[config.mk]
export PLATFORM = sky130hd
export DESIGN_NAME = ternary_match_scanner
export DESIGN_NICKNAME = d
export VERILOG_FILES = /design/src/rtl/ternary_match_pkg.sv /design/src/rtl/ternary_match_scanner_table.sv /design/src/rtl/ternary_match_scanner.sv
export SDC_FILE = /design/constraint.sdc
export NUM_CORES = 1
export LEC_CHECK = 0
export CAP_MARGIN = 5
export CORE_ASPECT_RATIO = 1.75
export CORE_UTILIZATION = 55
export DETAILED_ROUTE_END_ITERATION = 8
export GPL_TIMING_DRIVEN = 1
export PLACE_DENSITY_LB_ADDON = 0.08
export SLEW_MARGIN = 20
export SYNTH_ARGS = -nofsm -noshare
export SYNTH_HDL_FRONTEND = slang
export SYNTH_SLANG_ARGS = --single-unit
[constraint.sdc]
create_clock -name CLOCK -period 12.3 [get_ports CLOCK]
set_clock_uncertainty 0.1 [all_clocks]
set_input_delay 2.46 -clock CLOCK [delete_from_list [all_inputs] [get_ports CLOCK]]
set_output_delay 2.46 -clock CLOCK [all_outputs]
set_load 0.01 [all_outputs]
[src/rtl/ternary_match_pkg.sv]
// Shared types, mode constants and default table contents
// for the ternary match scanner.
package ternary_match_pkg;

    typedef enum logic [1:0] {
        IDLE,
        INIT,
        LOOP,
        END
    } state_t;

    localparam int MODE_OR    = 0;
    localparam int MODE_FIRST = 1;
    localparam int MODE_COUNT = 2;

    localparam int ENTRY_MAX = 256;

    // Legacy 8x20-bit table only applies to the original geometry.
    function automatic logic [ENTRY_MAX-1:0] default_entry(
        input int k,
        input int data_w,
        input int out_w,
        input int depth
    );
        logic [19:0] w_e;
        case (k)
            0:       w_e = 20'h7F97A;
            1:       w_e = 20'h39D62;
            2:       w_e = 20'hA8FFF;
            3:       w_e = 20'hFF6BA;
            4:       w_e = 20'hFFF6E;
            5:       w_e = 20'hFFBA8;
            6:       w_e = 20'hCA75B;
            7:       w_e = 20'h2FFF4;
            default: w_e = '0;
        endcase
        if (data_w != 8 || out_w != 4 || depth != 8) begin
            w_e = '0;
        end
        return ENTRY_MAX'(w_e);
    endfunction

endpackage

[src/rtl/ternary_match_scanner_table.sv]
// Ternary entry register file: async reset to defaults,
// one write port, one combinational read port.
module ternary_match_table
    import ternary_match_pkg::*;
#(
    parameter int DATA_W = 8,
    parameter int DEPTH  = 8,
    parameter int OUT_W  = 4,
    localparam int AW    = $clog2(DEPTH),
    localparam int EW    = 2*DATA_W + OUT_W
) (
    input  logic          i_clk,
    input  logic          i_rst,
    input  logic          i_we,
    input  logic [AW-1:0] i_waddr,
    input  logic [EW-1:0] i_wdata,
    input  logic [AW-1:0] i_raddr,
    output logic [EW-1:0] o_rdata
);

    logic [EW-1:0] r_mem [DEPTH];

    always_ff @(posedge i_clk or posedge i_rst) begin
        if (i_rst) begin
            for (int k = 0; k < DEPTH; k++) begin
                r_mem[k] <= EW'(default_entry(k, DATA_W, OUT_W, DEPTH));
            end
        end else if (i_we) begin
            r_mem[i_waddr] <= i_wdata;
        end
    end

    assign o_rdata = r_mem[i_raddr];

endmodule

[src/rtl/ternary_match_scanner.sv]
// Scans a ternary table against a captured input word and
// publishes an OR / first-match / count result per run.
module ternary_match_scanner
    import ternary_match_pkg::*;
#(
    parameter int DATA_W = 8,
    parameter int DEPTH  = 8,
    parameter int OUT_W  = 4,
    parameter int MODE   = 0,
    localparam int AW    = $clog2(DEPTH),
    localparam int EW    = 2*DATA_W + OUT_W
) (
    input  logic              CLOCK,
    input  logic              RESET,
    input  logic              START,
    input  logic [DATA_W-1:0] I,
    input  logic              WE,
    input  logic [AW-1:0]     WADDR,
    input  logic [EW-1:0]     WDATA,
    output logic [OUT_W-1:0]  O,
    output logic              BUSY,
    output logic              DONE,
    output logic              MATCH_ANY
);

    state_t              r_state;
    state_t              w_next;
    logic [AW-1:0]       r_mar;
    logic [DATA_W-1:0]   r_in;
    logic [OUT_W-1:0]    r_acc;
    logic                r_hit;
    logic [OUT_W-1:0]    r_o;
    logic                r_pub;
    logic                r_done;
    logic                r_match_any;

    logic [EW-1:0]       w_entry;
    logic [DATA_W-1:0]   w_r1;
    logic [DATA_W-1:0]   w_r2;
    logic [OUT_W-1:0]    w_ror;
    logic                w_match;
    logic                w_stop;
    logic                w_pub;
    logic                w_we;
    logic [OUT_W-1:0]    w_acc_nxt;

    assign w_we = WE && (r_state == IDLE);

    ternary_match_table #(
        .DATA_W (DATA_W),
        .DEPTH  (DEPTH),
        .OUT_W  (OUT_W)
    ) u_table (
        .i_clk   (CLOCK),
        .i_rst   (RESET),
        .i_we    (w_we),
        .i_waddr (WADDR),
        .i_wdata (WDATA),
        .i_raddr (r_mar),
        .o_rdata (w_entry)
    );

    assign w_r1  = w_entry[EW-1 -: DATA_W];
    assign w_r2  = w_entry[OUT_W +: DATA_W];
    assign w_ror = w_entry[OUT_W-1:0];

    // Each bit: input 1 needs R1, input 0 needs R2 (both set = don't care).
    assign w_match = &((w_r2 & ~r_in) | (w_r1 & r_in) | (w_r1 & w_r2));

    assign w_stop = (r_mar == AW'(DEPTH-1)) ||
                    ((MODE == MODE_FIRST) && r_hit);

    always_comb begin
        w_acc_nxt = r_acc;
        if (MODE == MODE_FIRST) begin
            if (!r_hit) w_acc_nxt = w_ror;
        end else if (MODE == MODE_COUNT) begin
            if (r_acc != '1) w_acc_nxt = r_acc + OUT_W'(1);
        end else begin
            w_acc_nxt = r_acc | w_ror;
        end
    end

    always_comb begin
        w_next = r_state;
        w_pub  = 1'b0;
        unique case (r_state)
            IDLE: if (START) w_next = INIT;
            INIT: w_next = LOOP;
            LOOP: w_next = END;
            END: begin
                if (!w_stop) begin
                    w_next = LOOP;
                end else if (!START) begin
                    w_next = IDLE;
                    w_pub  = 1'b1;
                end
            end
        endcase
    end

    always_ff @(posedge CLOCK or posedge RESET) begin
        if (RESET) begin
            r_state     <= IDLE;
            r_mar       <= '0;
            r_in        <= '0;
            r_acc       <= '0;
            r_hit       <= 1'b0;
            r_o         <= '0;
            r_pub       <= 1'b0;
            r_done      <= 1'b0;
            r_match_any <= 1'b0;
        end else begin
            r_state <= w_next;
            r_pub   <= w_pub;
            r_done  <= r_pub;
            if (r_state == INIT) begin
                r_in  <= I;
                r_acc <= '0;
                r_hit <= 1'b0;
                r_mar <= '0;
            end
            if (r_state == LOOP && w_match) begin
                r_hit <= 1'b1;
                r_acc <= w_acc_nxt;
            end
            if (r_state == END && !w_stop) begin
                r_mar <= r_mar + AW'(1);
            end
            if (w_pub) begin
                r_o         <= r_acc;
                r_match_any <= r_hit;
            end
        end
    end

    assign O         = r_o;
    assign BUSY      = (r_state != IDLE);
    assign DONE      = r_done;
    assign MATCH_ANY = r_match_any;

endmodule

# Word-level counts from Yosys, hierarchy flattened
# Cells that the tools add are included.
[totals]
register_bits = 185
in_bits = 35
output_inout_bits = 7
wordCells = 66
[classes]
add_sub_neg = 1
magnitude_cmp = 3
n_eq_ne = 6
muxes = 19
bitwise = 9
reduce_logical = 11
[ops]
columns = ["cell", "count"]
rows = [
  ["160-bit bitwise mux", 1],
  ["20-bit binary-select mux with 3-bit select", 1],
  ["20-bit demux with 3-bit select", 1],
  ["20-bit two-way mux", 3],
  ["8-bit bitwise AND", 3],
  ["8-bit OR", 2],
  ["4-bit greater-or-equal comparator (second input constant)", 2],
  ["4-bit two-way mux", 2],
  ["3-bit NOT with 4-bit output", 2],
  ["8-bit NOT", 1],
  ["2-bit one-hot mux with 4 select lines", 1],
  ["8-bit AND reduction", 1],
  ["2-bit two-way mux", 3],
  ["3-bit two-way mux", 2],
  ["2-bit nonzero test", 3],
  ["1-bit two-way mux", 5],
  ["2-bit equality test (second input constant)", 2],
  ["1-bit logical AND", 4],
  ["4-bit by 1-bit < comparator with 1-bit output (second input constant)", 1],
  ["4-bit OR", 1],
  ["3-bit by 1-bit adder with 3-bit output (second input constant)", 1],
  ["3-bit equality test (second input constant)", 1],
  ["3-bit inequality test (second input constant)", 1],
  ["2-bit by 1-bit equality test with 1-bit output (second input constant)", 1],
  ["4 further kinds", 4],
]

# Logic depth before layout (Yosys ltp)
# Gate-level depths: netlist of the first run.
[depth]
depth_word = 10
depth_mapped = 9
ltp_nobuf = 6

# Cells and area by module
# A second synthesis of the first run with hierarchy kept.
[unflattened]
hier_cells = 526
area_unflattened_um2 = 8479.4
[modules_own_cells]
columns = ["module", "n_inst", "cells_each", "area_per_inst_um2", "seq_area_each_um2"]
rows = [
  ["ternary_match_table", 1, 415, 7385.8, 4142.7],
  ["ternary_match_scanner", 1, 111, 1093.5, 625.6],
]

# Least setup slack after synthesis of the first run
# Ideal clock, no wire load.
[synth_timing]
path_kind = "input to register"
start = "input port WE"
end = "register u_table.r_mem[120] (netlist bit)"
setup_time_ns = 0.125
t_arrival_ns = 3.402
required_time_ns = 12.075
slack_ns = 8.674
stages = 4
n_path_buf = 1
path_cell_list = "and3_1 > nand2_1 > clkbuf_1 > mux2_2"
[synth_between]
elab_chain_cells = 1
[synth_lines]
columns = ["element", "line_no", "source"]
rows = [
  ["from (decl)", "ternary_match_scanner.sv:17", "input logic WE,"],
  ["1-bit logical AND", "ternary_match_scanner.sv:47", "assign w_we = WE && (r_state == IDLE);"],
  ["to (signal, indexed assignment)", "ternary_match_scanner_table.sv:26", "r_mem[k] <= EW'(default_entry(k, DATA_W, OUT_W, DEPTH));"],
  ["to (signal, indexed assignment)", "ternary_match_scanner_table.sv:29", "r_mem[i_waddr] <= i_wdata;"],
  ["to (decl)", "ternary_match_scanner_table.sv:21", "logic [EW-1:0] r_mem [DEPTH];"],
]
# No other way between the ends.
# A chain may end at the register's enable or synchronous reset.

# Final worst setup path of the first run
[layout_timing]
start = "input port WE"
end = "register u_table.r_mem[18] (netlist bit)"
# The elaborated chain is that of the path after synthesis.

==> metrics.md, run 1 <==
| Metric | Value |
|---|---|
| EDFF count, synth | `0` |
| Placed cell count | `753` |
| P&R area growth vs syn | `13.1%` |
| Vias per std cell | `6.07` |
| Clock sinks | `185` |
| Final Hold Viols | `0` |
| HPWL Detailed | `11400 microns` |
| DRT Pass-1 Iters | `4` |
| Post-Synthesis Cells | `559` |
| DRT antenna net count | `0` |
| Max_cap viols | `0` |
| Worst-Skew Late Latency | `0.43 ns` |
| Pin count of the biggest net entering global routing | `113` |
| Number of port buffers | `41` |
| Nets | `627` |
| Gr usage total | `0.243` |
| Routed len/inst | `22.4 microns` |
| Clock buffer count from CTS | `17` |
| Die width | `95.0 microns` |
| Initial antenna violation count | `0` |
| Synthesis Warnings | `0` |
| Clk pwr share | `0.320` |
| Crit path capture type | `flop` |
| # hold bufs at CTS | `0` |
| First-pass GRT wire length | `27500 microns` |
| Row cnt | `59` |
| Share of flip-flops with an asynchronous set or reset | `1.00` |
| Clk buf depth | `2` |
| Fin crit period | `4.32 ns` |
| Final GP Congestion | `0.746` |
| Sw frac | `0.302` |
| Crit share post-route | `0.351` |
| F_max | `231 MHz` |
| Number of synthesized register bits | `185` |
| Finished Layout Cells | `786` |
| Io pins | `42` |
| Setup tns final | `0 ns` |
| H-tree lvl count | `4` |
| Number of diodes | `0` |
| Residual DRC count | `0` |
| Routed WL | `17600 microns` |
| Slew Viols, Final | `0` |
| Area leader, netlist | `dfstp_2` |
| Vias in the first global route | `5102` |
| Initial drt markers | `242` |
| Worst slew margin | `0.267` |
| Die area | `0.0157 sq mm` |
| Crit-path max FO | `20` |
| Post_cts resized | `0` |
| Area share of the largest cell type after synthesis | `0.350` |
| Most frequent cells after synthesis | `mux2_2, dfstp_2, dfrtp_1` |
| Mean Syn Cell Area | `14.9 sq um` |
| Via count | `4772` |
| Reg power frac | `0.485` |
| Critical path type | `in2reg` |
| Die extent in y | `165 microns` |
| Layout cells sized above 1 | `0.580` |
| TritonCTS clock tree | `built` |
| Core area | `0.0148 sq mm` |
| Clk slew on worst S/H paths | `0.07 ns` |
| P_sw | `496 uW` |
| Mapped Area | `0.00833 sq mm` |
| Leak Pwr | `0.00415 uW` |
| Unrepaired setup endpoints after global routing | `false` |
| Primary FF master, synth | `dfstp_2` |
| Worst slew pin tran | `1.10 ns` |
| Postcts setup bufs | `0` |
| Worst EP required | `12.51 ns` |
| Grt ovf | `0` |
| Status | `complete, no violations` |
| Net Count, Synth | `596` |
| VDD IR max | `0.000104 V` |
| Most common cell in the netlist | `mux2_2` |
| CP Launch Type | `primary input` |
| Cell internal pwr | `1150 uW` |
| Root buf cell | `clkbuf_16` |
| Comb pwr share | `0.194` |
| Hold crit path type | `reg2reg` |
| Final setup viols | `0` |
| Register area share after synthesis | `0.572` |
| Synth unique cells | `41` |
| Pwr per Cell Area | `174 mW/mm^2` |
| WP data arrival | `4.53 ns` |
| Synth top area cells | `dfstp_2, mux2_2, dfrtp_1` |
| Initial Utilization | `0.562` |
==> layer usage <==
layer / GRT usage / part of all wire / up-vias
li1: - / - / 2118
met1: 0.290 / 0.40 / 2546
met2: 0.439 / 0.55 / 85
met3: 0.0401 / 0.024 / 23
met4: 0.0806 / 0.018 / 0
met5: 0 / 0 / -
==> sequential cells by signal, indices dropped and copies added, names as in the netlist <==
signal and count:
DONE 1, MATCH_ANY 1, O 4, r_acc 4
r_hit 1, r_in 8, r_mar 3, r_pub 1
r_state 2, u_table.r_mem 160
==> worst paths after layout <==
kind                       slack [ns]  cells after the start      from                 end
max                              7.98                      4        WE   u_table.r_mem[18]
min                              0.27                      0     r_pub                DONE
max reg2reg                      9.44                      7  r_mar[1]            r_acc[3]
min reg2reg                      0.27                      0     r_pub                DONE
max in group asynchronous        8.22                      4     RESET   u_table.r_mem[32]
min in group asynchronous        2.27                      2     RESET  u_table.r_mem[134]
==> critical path, cell delays in order <==
cell and delay, ns:
clkdlybuf4s50_1 0.47, and3_1 0.25, and3_1 0.92, mux2_2 0.42
==> kinds of logic (layout without fill, tap and decap cells) <==
logic type / Yosys count / after routing / synth area share
AO/OA/AOI/OAI: 34 / 34 / 0.0308
adder cells (fa/ha/maj): 2 / 2 / 0.00300
buffers and inverters: 41 / 85 / 0.0246
flip-flops: 185 / 185 / 0.572
multiplexers: 226 / 226 / 0.328
AND/OR/NAND/NOR: 71 / 71 / 0.0413
==> stage by stage <==
step	hold slack, ns	power, uW	worst slack [ns]	cell area (sq um)	utilization
detailed placement	0.253	1130	7.53	8830	0.595
global placement	0.234	1120	7.61	8820	0.595
finish	0.266	1640	7.98	9420	0.635
CTS	0.270	1660	7.98	9390	0.633
global route	0.271	1710	7.85	9420	0.635
floorplan	0.231	1040	4.89	8330	-
==> layout by cell type, fill, tap and decap left out, types with 2 or more instances in the layout <==
cell type / instances
mux2_2: 176
dfstp_2: 111
dfrtp_1: 73
clkdlybuf4s50_1: 41
mux2i_1: 30
nand2_1: 29
mux4_2: 20
clkbuf_16: 17
nor2b_1: 9
nand3_1: 9
inv_6: 9
o22ai_1: 6
nor2_1: 5
inv_1: 5
nand4_1: 5
o21ai_1: 5
a211o_1: 4
nor4_1: 4
inv_8: 4
and3_1: 3
nand2_2: 3
a21oi_1: 3
buf_4: 3
o211ai_1: 2
o2111ai_1: 2
o311ai_0: 2
o221ai_1: 2
a22oi_1: 2
ha_1: 2
==> power groups by stage <==
| stage | Clock, uW | Sequential (uW) | Combinational, uW |
|---|---|---|---|
| after global routing | 557 | 812 | 344 |
| after floorplan | 0 | 741 | 296 |
| final | 526 | 798 | 319 |
| after detailed placement | 0 | 811 | 320 |
| after CTS | 536 | 801 | 322 |
| after global placement | 0 | 806 | 312 |
==> cell type report <==
cell class                      count  area (sq um)
Fill cell                        1113          5420
Sequential cell                   185          4770
Multi-Input combinational cell    333          3370
Timing Repair Buffer               45           460
Clock buffer                       19           443
Tap cell                          183           229
Clock inverter                     13           120
Inverter                            8          35.0
Power figures use the tool's default switching activity.
==> inputs of run 2 (changes only) <==
clock period = 4.1 ns   (was 12.3 ns; I/O delays follow)
==> run 2 against run 1 <==
Compared with the run above:
- worst hold slack lost 0.0033 ns
- critical path type is now reg2reg
- global-route usage grew 0.57 points
- first-iteration DRC count shrank 48%
- final cell count grew 0.89%
- via count grew 0.82%
- sequential power grew to 3.1 times the previous value
- total power grew to 3.0 times the previous value
- routed wire length grew 0.52%
- sequential cell count is the same
- cell area grew 0.40%
==> metrics.md, run 2 (synthesized netlist as in run 1, its figures left out) <==
| Metric | Value |
|---|---|
| Worst slew pin tran | `1.09 ns (-0.00852 ns)` |
| Number of diodes | `0 (unchanged)` |
| Initial drt markers | `126 (-48%)` |
| Max_cap viols | `0 (unchanged)` |
| WP data arrival | `3.02 ns (-1.51 ns)` |
| Setup tns final | `0 ns (unchanged)` |
| H-tree lvl count | `4 (unchanged)` |
| Clock sinks | `185 (unchanged)` |
| Final Hold Viols | `0 (unchanged)` |
| Postcts setup bufs | `0 (unchanged)` |
| Crit share post-route | `0.677` |
| P_sw | `1460 uW (+190%)` |
| CP Launch Type | `flop` |
| WL met2 | `9590 microns (-1.5%)` |
| P&R area growth vs syn | `13.5%` |
| Status | `complete, no violations` |
| Finished Layout Cells | `793 (+0.89%)` |
| Power Total | `4890 uW (+200%)` |
| Most flop-heavy register | `u_table.r_mem` |
| Cell internal pwr | `3430 uW (+200%)` |
| Clock buffer count from CTS | `17 (unchanged)` |
| Pin count of the biggest net entering global routing | `75 (-34%)` |
| Via count | `4811 (+0.82%)` |
| Max reg flops | `160 (unchanged)` |
| Root buf cell | `clkbuf_16` |
| Unrepaired setup endpoints after global routing | `false` |
| DRT Pass-1 Iters | `4 (unchanged)` |
| Gr usage total | `0.249 (+0.00570)` |
| Sw frac | `0.299 (-0.00344)` |
| Layout cells sized above 1 | `0.582 (+0.00154)` |
| Met1 Wirelength | `7170 microns (+0.62%)` |
| First-pass GRT wire length | `28200 microns (+2.5%)` |
| Final setup viols | `0 (unchanged)` |
| Comb pwr share | `0.182 (-0.012)` |
| Critical path type | `reg2reg` |
| Row cnt | `59 (unchanged)` |
| Crit path capture type | `flop` |
| Clk buf depth | `2 (unchanged)` |
| Initial antenna violation count | `0 (unchanged)` |
| Final GP Congestion | `0.794 (+6.4%)` |
| Commonest non-fill, non-tap cells in the layout | `mux2_2, dfstp_2, dfrtp_1` |
| Commonest non-fill, non-tap cell in the layout | `mux2_2` |
| Largest registers | `u_table.r_mem (160), r_in (8)` |
| Crit-path max FO | `27 (+35%)` |
| Residual DRC count | `0 (unchanged)` |
| Clk pwr share | `0.314 (-0.006)` |
| Worst EP required | `4.34 ns (-8.17 ns)` |
| Layout fillers | `1110 (-0.27%)` |
| Post_cts resized | `0 (unchanged)` |
| Placed instance area | `0.00891 sq mm (+0.89%)` |
| Finished Cell Area | `0.00946 sq mm (+0.40%)` |
| Clk slew on worst S/H paths | `0.07 ns (about the same)` |
| TritonCTS clock tree | `built` |
| Worst slew margin | `0.271 (+0.00391)` |
| Initial Utilization | `0.562 (unchanged)` |
| Grt ovf | `0 (unchanged)` |
| Die extent in y | `165 microns (unchanged)` |
| Fin crit period | `2.78 ns` |
| Worst-Skew Late Latency | `0.42 ns (about the same)` |
| Slew Viols, Final | `0 (unchanged)` |
| Leak Pwr | `0.00416 uW (+0.33%)` |
| Hold crit path type | `reg2reg` |
| Reg power frac | `0.504 (+0.019)` |
| Wire length on met3 | `553 microns (+31%)` |
| # hold bufs at CTS | `0 (unchanged)` |
| Number of port buffers | `41 (unchanged)` |
| Die area | `0.0157 sq mm (unchanged)` |
| Io pins | `42 (unchanged)` |
| Placed cell count | `761 (+1.1%)` |
| HPWL Detailed | `11700 microns (+3.0%)` |
| F_max | `360 MHz` |
| Die width | `95.0 microns (unchanged)` |
| Vias per std cell | `6.07 (about the same)` |
| Highest metal used | `met4` |
| Routed WL | `17700 microns (+0.52%)` |
| Routed len/inst | `22.3 microns (-0.36%)` |
| Vias in the first global route | `5187 (+1.7%)` |
| DRT antenna net count | `0 (unchanged)` |
| Pwr per Cell Area | `517 mW/mm^2 (+200%)` |
| Core area | `0.0148 sq mm (unchanged)` |
| Nets | `634 (+1.1%)` |
| Worst hold margin | `0.262 ns (-0.00329 ns)` |
| VDD IR max | `0.000284 V (+170%)` |
[run 2: cell types whose count changed in the layout (fill, tap and decap cells not counted), moves of 2 or more]
cell        delta
buf_12         +2
buf_4          +6
clkinv_2       +2
clkinvlp_4     +3
inv_6          -4
nand2_1        +3
nand2_2        -3
[run 2: layer usage]
metal | GRT usage | vias up
li1 | - | 2139
met1 | 0.305 | 2544
met2 | 0.441 | 100
met3 | 0.0359 | 28
met4 | 0.0875 | 0
met5 | 0 | -
[run 2: final timing paths]
kind                            startpoint            endpoint  slack [ns]  depth (start not counted)
worst max register to register    r_mar[0]            r_acc[2]        1.32                          6
worst min-delay path                 r_pub                DONE        0.26                          0
worst min register to register       r_pub                DONE        0.26                          0
worst max-delay path              r_mar[0]            r_acc[2]        1.32                          6
max in group asynchronous            RESET  u_table.r_mem[154]        2.27                          3
min in group asynchronous            RESET  u_table.r_mem[138]        0.77                          2
[run 2: stage by stage]
stage | setup WS [ns] | utilization
global route | 1.14 | 0.638
CTS | 1.02 | 0.637
finish | 1.32 | 0.638
detailed placement | 1.03 | 0.600
floorplan | 0.892 | -
global placement | 1.07 | 0.600
[run 2: critical path, stage by stage (launching register included)]
cell and delay [ns]:
dfrtp_2 0.81, inv_2 0.28, a21oi_1 0.18, o221ai_1 0.14, a2111oi_1 0.75, a22oi_2 0.23
o21ai_1 0.20
[run 2: layout make-up]
| type | count | area, sq um | area share |
|---|---|---|---|
| flip-flops and latches | 185 | 4770 | 0.504 |
| multi-input cells | 333 | 3360 | 0.355 |
| repair buffers | 52 | 518 | 0.0548 |
| clock buffers | 19 | 443 | 0.0468 |
| well taps | 183 | 229 | 0.0242 |
| clock inverters | 13 | 108 | 0.0114 |
| inverters | 8 | 33.8 | 0.00357 |
[run 2: power by group through the flow]
stage / clock, uW / combinational [uW] / sequential, uW
after floorplan: 0 / 888 / 2220
after global placement: 0 / 876 / 2490
after detailed placement: 0 / 899 / 2500
after CTS: 1580 / 902 / 2470
after global routing: 1640 / 963 / 2510
final: 1540 / 888 / 2470
